[src/rtl/fetch_sequencer.sv]
// rtl/fetch_sequencer.sv - instruction fetch sequencer with return-address stack and run/halt control
module fetch_sequencer #(
   parameter int          STACK_DEPTH = 8,
   parameter logic [13:0] NOP_WORD    = 14'h0000
) (
   input  logic        clk,
   input  logic        rst,
   output logic [10:0] rom_addr_out,
   input  logic [13:0] rom_data_in,
   output logic [13:0] ir_out,
   output logic        ir_valid,
   output logic [10:0] pc_out,
   input  logic        stall,
   input  logic        goto_en,
   input  logic        call_en,
   input  logic        ret_en,
   input  logic        skip_en,
   input  logic [10:0] target_addr,
   input  logic        halt_req,
   input  logic        run_req,
   output logic        halted,
   output logic [3:0]  stack_depth,
   output logic        stack_overflow,
   output logic        stack_underflow
);

   localparam int              PW   = $clog2(STACK_DEPTH);
   localparam logic [PW-1:0]   LAST = PW'(STACK_DEPTH - 1);
   localparam logic [3:0]      DMAX = 4'(STACK_DEPTH);

   typedef enum logic {RUN, HALT} state_t;

   state_t        state;
   logic [10:0]   pc;
   logic [PW-1:0] top;
   logic [10:0]   stack [STACK_DEPTH];

   logic          active;
   logic          do_ret;
   logic          do_call;
   logic          do_goto;
   logic          do_skip;
   logic          redirect;
   logic [PW-1:0] top_inc;
   logic [PW-1:0] top_dec;

   assign pc_out       = pc;
   assign rom_addr_out = pc;
   assign halted       = (state == HALT);

   always_comb begin
      active   = !stall && (state == RUN);
      do_ret   = active && ret_en;
      do_call  = active && !ret_en && call_en;
      do_goto  = active && !ret_en && !call_en && goto_en;
      do_skip  = active && !ret_en && !call_en && !goto_en && skip_en;
      redirect = do_ret || do_call || do_goto || do_skip;
      top_inc  = (top == LAST) ? '0 : top + PW'(1);
      top_dec  = (top == '0) ? LAST : top - PW'(1);
   end

   // top points at the next free slot; when full that slot holds the oldest entry
   always_ff @(posedge clk) begin
      if (do_call)
         stack[top] <= pc;
   end

   always_ff @(posedge clk or posedge rst) begin
      if (rst) begin
         state           <= RUN;
         pc              <= 11'h000;
         ir_out          <= NOP_WORD;
         ir_valid        <= 1'b0;
         top             <= '0;
         stack_depth     <= 4'd0;
         stack_overflow  <= 1'b0;
         stack_underflow <= 1'b0;
      end else if (!stall) begin
         case (state)
            RUN: begin
               if (do_ret) begin
                  if (stack_depth == 4'd0) begin
                     pc              <= 11'h000;
                     stack_underflow <= 1'b1;
                  end else begin
                     pc          <= stack[top_dec];
                     top         <= top_dec;
                     stack_depth <= stack_depth - 4'd1;
                  end
               end else if (do_call) begin
                  pc  <= target_addr;
                  top <= top_inc;
                  if (stack_depth == DMAX)
                     stack_overflow <= 1'b1;
                  else
                     stack_depth <= stack_depth + 4'd1;
               end else if (do_goto) begin
                  pc <= target_addr;
               end else if (do_skip || !halt_req) begin
                  pc <= pc + 11'd1;
               end
               // a plain halt keeps pc so the discarded word is refetched on resume
               if (redirect || halt_req) begin
                  ir_out   <= NOP_WORD;
                  ir_valid <= 1'b0;
               end else begin
                  ir_out   <= rom_data_in;
                  ir_valid <= 1'b1;
               end
               if (halt_req)
                  state <= HALT;
            end
            HALT: begin
               ir_valid <= 1'b0;
               if (run_req)
                  state <= RUN;
            end
            default: state <= RUN;
         endcase
      end
   end

endmodule
[config.mk]
export PLATFORM = sky130hd
export DESIGN_NAME = fetch_sequencer
export DESIGN_NICKNAME = d
export VERILOG_FILES = /design/src/rtl/fetch_sequencer.sv
export SDC_FILE = /design/constraint.sdc
export NUM_CORES = 1
export LEC_CHECK = 0
export BUFFER_PORTS_ARGS = -buffer_cell sky130_fd_sc_hd__buf_2
export CAP_MARGIN = 10
export CORE_MARGIN = 2
export CORE_UTILIZATION = 41
export DETAILED_ROUTE_END_ITERATION = 10
export GPL_TIMING_DRIVEN = 0
export PLACE_DENSITY = 0.72
export SETUP_SLACK_MARGIN = 0.3
export SLEW_MARGIN = 10
export SYNTH_ARGS = -nofsm -noshare
export SYNTH_HDL_FRONTEND = slang
export SYNTH_SLANG_ARGS = --single-unit
[constraint.sdc]
create_clock -name clk -period 4.2 [get_ports clk]
set_clock_uncertainty 0.05 [all_clocks]
set_input_delay 1.26 -clock clk [delete_from_list [all_inputs] [get_ports clk]]
set_output_delay 1.26 -clock clk [all_outputs]
set_load 0.01 [all_outputs]
-- After elaboration in Yosys (flattened, before gate mapping)
Memory sizes are Yosys's and may differ from the RTL's.
Index checks and enable logic that the tools add are counted.
- bits in read-only memories: 0
- memories kept: 1
- input port bits: 34
- output and inout port bits: 44
- latch bits: 0
- word-level logic and storage cells: 71
- bits in writable memories: 88
- bits in registers: 36
- shifts and indexed selects: 0
- div/mod/pow operators: 0
- $mul: 0
- magnitude comparators: 0
- add/subtract/negate cells: 5
- reduce and logical (&&, ||, !) cells: 28
- bitwise operators: 3
- eq/ne operators: 4
- mux-type cells: 22
- memories (memory ; words ; width ; rd ports ; clocked after memory_dff ; wr ports ; line ; source):
    stack ; 8 ; 11 ; 1 ; 0 ; 1 ; 36 ; logic [10:0] stack [STACK_DEPTH];
- operators by type and width (kind ; number):
    $mux 11 ; 5
    $mux 4 ; 4
    $mux 3 ; 5
    $mux 14 ; 1
    $add 11x1->11 const B ; 1
    $reduce_and 5->1 ; 2
    $logic_and 1x1->1 ; 8
    $reduce_and 4->1 ; 2
    $logic_not 1->1 ; 5
    $logic_or 1x1->1 ; 5
    $mux 1 ; 5
    $add 4x1->4 const B ; 1
    $eq 4x4->1 const B ; 1
    $logic_not 4->1 ; 1
    $ne 2x2->1 const B ; 2
    $pmux 1 s2 ; 2
    $reduce_bool 4->1 ; 1
    $sub 4x1->4 const B ; 1
    $add 3x1->3 const B ; 1
    $eq 3x3->1 const B ; 1
    $logic_not 3->1 ; 1
    $not 1->1 ; 3
    $reduce_and 3->1 ; 1
    $sub 3x1->3 const B ; 1
    other kinds (2) ; 2

-- Logic depth before layout (Yosys ltp)
- word-level depth: 11
- mapped depth: 11
- gate-level depth less buffers: 9

-- Worst setup path before layout
OpenSTA, ideal clock, no wires.
- kind: in2reg
- start: input port stall
- end: memory stack[1][0] (enable)
- setup time: 393 ps
- cell stages on the path: 3
- slack: 1203 ps
- data arrival time: 2554 ps
- data required time: 3757 ps
- buffers on the path: 0
- cells stage by stage: nor3_1 nand3_1 nor3_1
- cells in the longest elaborated chain, start to end: 6
- ends and longest elaborated chain (element ; line ; source):
    start: declaration ; 13 ; input logic stall,
    $logic_not 1->1 ; n/a ;
    $logic_and 1x1->1 ; 52 ; active = !stall && (state == RUN);
    $logic_and 1x1->1 (2 in series) ; 54 ; do_call = active && !ret_en && call_en;
    $mux 1 ; 64 ; if (do_call)
    $mux 1 (not written as such) ; 65 ; stack[top] <= pc;
    end: declaration ; 36 ;
No other way between the ends.

-- Worst setup path in the final report
- start: register top[0]
- end: register pc[7], in the netlist pc_out[7]
- cells in the longest elaborated chain, start to end: 5
- elaborated cells between the ends (all ways): 6
- those cells by class: add/sub (1); mux (3); reduce/logical (1); memory (1)
- ends and longest elaborated chain (element ; line ; source):
    start: declaration ; 35 ; logic [PW-1:0] top;
    start signal: assignment ; 87 ; top <= top_dec;
    start signal: assignment ; 92 ; top <= top_inc;
    $sub 3x1->3 / $logic_not 3->1 (equally long branches) ; 59 ; top_dec = (top == '0) ? LAST : top - PW'(1);
    $mux 3 (*) ; 59 ;
    $mem_v2 8x11 (*) ; n/a ;
    $mux 11 (*) ; 82 ; if (stack_depth == 4'd0) begin
    $mux 11 (*) ; 81 ; if (do_ret) begin
    end signal: assignment ; 86 ; pc <= stack[top_dec];
    end signal: assignment ; 91 ; pc <= target_addr;
    end signal: assignment ; 98 ; pc <= target_addr;
    end: declaration ; 34 ; logic [10:0] pc;
Every way passes the cells marked *; elsewhere a longest branch is shown, timed or not.
A chain may end at the register's enable or synchronous reset.

==> impl_results.md <==
- Vias per cell: about 5.6
- Asr flop ratio synth: between 20 and 30%
- Via count: 3899
- Setup Fix Bufs, Post-CTS: 0
- Max_cap viols: 0
- Seq/Total Area, Yosys: 64.4%
- Slew at the pin closest to its max-slew limit: 1.26 ns
- Syn Std Cell Area: around 0.0055 mm²
- DRT iter0 DRCs: approximately 350
- Util after Layout: 51.1%
- Core area: ~0.013 mm²
- Pins over their slew limit: 0
- TritonCTS Sinks: between 100 and 150
- Leakage: about 0.0027 µW
- Antenna-violating nets left: 0
- Crit path largest cell delay: ~0.51 ns
- Fmax: ~300 MHz
- Vias in the first global route: 3807
- Critical path class: reg2reg
- Syn Area/Cell: 13.3 µm²
- Post-synth EDFFs: 88
- Cts repair resizes: 0
- Setup violators final: 0
- Critical path arrival: 3.59 ns
- HP Class: reg2reg
- Root Driver: clkbuf_16
- Core Rows: 42
- CTS Buffer Depth: 2
- VDD IR max: a little over 0.0003 V
- H-Tree Depth: 4
- Share of post-route cells with drive strength above 1: between 20% and 30%
- Most frequent cells in the layout: 88 x edfxtp_1, 83 x buf_2, 36 x dfrtp_1
- Power Dens Cells: just over 700 mW/mm²
- Layout Area Growth over Synthesis: 22.5%
- Die height: 120 µm
- Clock-pin slew on the worst setup and hold paths: about 0.050 ns
- CTS tree: yes
- First drt pass iteration count: 5
- IO Count: 78
- Crit share post-route: between 80% and 90%
- Grt total ovfl: 0
- Max stage delay cell, worst path: buf_1
- CTS Hold Bufs: 0
- Minimum clock period: between 3 and 4 ns
- Die area: approximately 0.014 mm²
- Global-route usage over all layers: a little under a fifth
- Final GP Congestion: ~0.90
- Routed len/inst: between 15 and 20 µm
- Total number of yosys warnings: 0
- Final routed DRC violation total: 0
- CP most frequent cell: buf_2
- Gate Count Post-Synth: 414
- Synth unique cells: 56
- Largest net degree at the start of global routing: 37
- Worst Setup Start Kind: flip-flop
- Final wirelength: between 10 and 15 mm
- Commonest non-fill, non-tap cell in the layout: edfxtp_1
- Worst skew pair latency: about 0.4 ns
- HPWL Detailed: roughly 8.8 mm
- Ant. Diodes: 0
- RSZ-0062 raised after global routing: no
- Status: finished, final reports clean
- Most used DFF post-synth: edfxtp_1
- CTS Buf Count: 17
- Worst-path cell chain: buf_2, clkinv_1, ha_1, clkbuf_1, nand2b_1, buf_2, buf_1, a21oi_1, o21ai_0, a31oi_1
- First-pass GRT wire length: approximately 21 mm
- Port buffer count: 76
- Worst Setup End Kind: flip-flop
- Nets: 553
- Net Count, Synth: roughly 460
- CP required: around 4.4 ns
- Chip width: between 100 and 150 µm
- Initial Util: a little over two fifths
- Crit Path Max Fanout: 10
- Max_slew headroom: approximately 16%
- Initial antenna violation count: 0
- Final hold vios: 0
- Synthesized flop and latch total: between 100 and 150
- Setup TNS: 0 ns
-- registers in the layout, summed over array words and instances (netlist names) --
signal	flops
top	3
stack_depth	4
ir_out	14
halted	1
pc_out	11
stack_overflow	1
stack_underflow	1
ir_valid	1
stack	88
-- per-stage QoR --
| step | area (µm²) | cells | power, µW | setup WS (ns) | hold slack (ns) |
|---|---|---|---|---|---|
| 3_5_place_dp | 6140 | 668 | 3410 | 0.592 | 0.405 |
| 3_3_place_gp | 6100 | 666 | 3350 | 0.180 | 0.410 |
| 2_1_floorplan | 5500 | 414 | 2860 | 1.20 | 0.443 |
| 6_report | 6730 | 700 | 4820 | 0.833 | 0.417 |
| 4_1_cts | 6730 | 700 | 4830 | 0.846 | 0.424 |
| 5_1_grt | 6730 | 700 | 5080 | 0.675 | 0.439 |
-- final timing paths --
check / start / end / slack [ns] / cells after the start
setup / recovery: top[0] / pc_out[7] / 0.83 / 10
hold / removal: stack_underflow / stack_underflow / 0.42 / 1
setup reg to reg: top[0] / pc_out[7] / 0.83 / 10
hold reg to reg: stack_underflow / stack_underflow / 0.42 / 1
max in group asynchronous: rst / pc_out[7] / 2.64 / 2
min in group asynchronous: rst / ir_out[1] / 0.96 / 2
-- cells in the mapped netlist (all sizes together) (2+ instances only) --
library cell	n	area share, %
mux2	8	1.6
ha	7	1.6
xnor2	6	0.96
nand2	22	1.5
a21oi	20	1.8
o221ai	3	0.48
o32ai	4	0.64
edfxtp	88	48
clkbuf	7	0.48
nand4	3	0.34
and2	2	0.23
a31oi	3	0.34
nor2	30	2.0
a22oi	4	0.55
inv	13	0.89
o22ai	4	0.45
a221oi	4	0.64
a21o	3	0.41
nand3	7	0.64
o21ai	29	2.8
xor2	4	0.64
a22o	15	2.4
a211oi	4	0.55
mux2i	23	4.2
buf	26	3.2
dfrtp	36	16
o21a	2	0.27
nor3	9	1.1
o211ai	6	0.82
mux4	2	0.82
nand2b	2	0.23
-- kinds of logic (layout without fill, tap and decap cells) --
family                   Yosys count  count (layout)  share of synthesized area (%)
buffers and inverters             47             157                           4.66
XOR/XNOR                          10              10                           1.59
AND/OR/NAND/NOR                   82              82                           7.10
AO/OA/AOI/OAI                    110             110                           13.6
multiplexers                      33              33                           6.64
adder cells (fa/ha/maj)            8               8                           1.96
flip-flops                       124             124                           64.4
-- worst max-delay path: cells and delay by family, from the launching register on --
family | cells | cell delay (ns)
buf+inv | 5 | 1.71
fa+ha+maj | 1 | 0.44
compound gates | 3 | 0.53
flops | 1 | 0.37
simple gates | 1 | 0.13
-- per-layer routing --
layer / wire [µm] / part of all wire, % / track usage [%] / vias to the layer above
met5: 0 / 0 / 0 / -
met4: 242 / 1.8 / 7.50 / 0
met3: 1120 / 8.4 / 4.37 / 24
met2: 6140 / 46 / 29.3 / 235
met1: 5790 / 44 / 26.8 / 1883
li1: - / - / - / 1757
-- layout make-up --
type,count,area [µm²]
timing repair buffer,78,403
multi-input combinational,243,1720
tap,176,220
clock buffer,24,536
sequential,124,3540
buffer,33,204
fill,1100,6460
inverter,14,52.6
clock inverter,8,53.8
-- report_power, final --
part / total (µW) / leakage, µW / internal (µW) / switching [µW]
clock network: 1400 / 0.000280 / 889 / 512
logic: 1640 / 0.00118 / 684 / 957
registers: 1780 / 0.00126 / 1530 / 245
(Power assumes the default switching activity.)
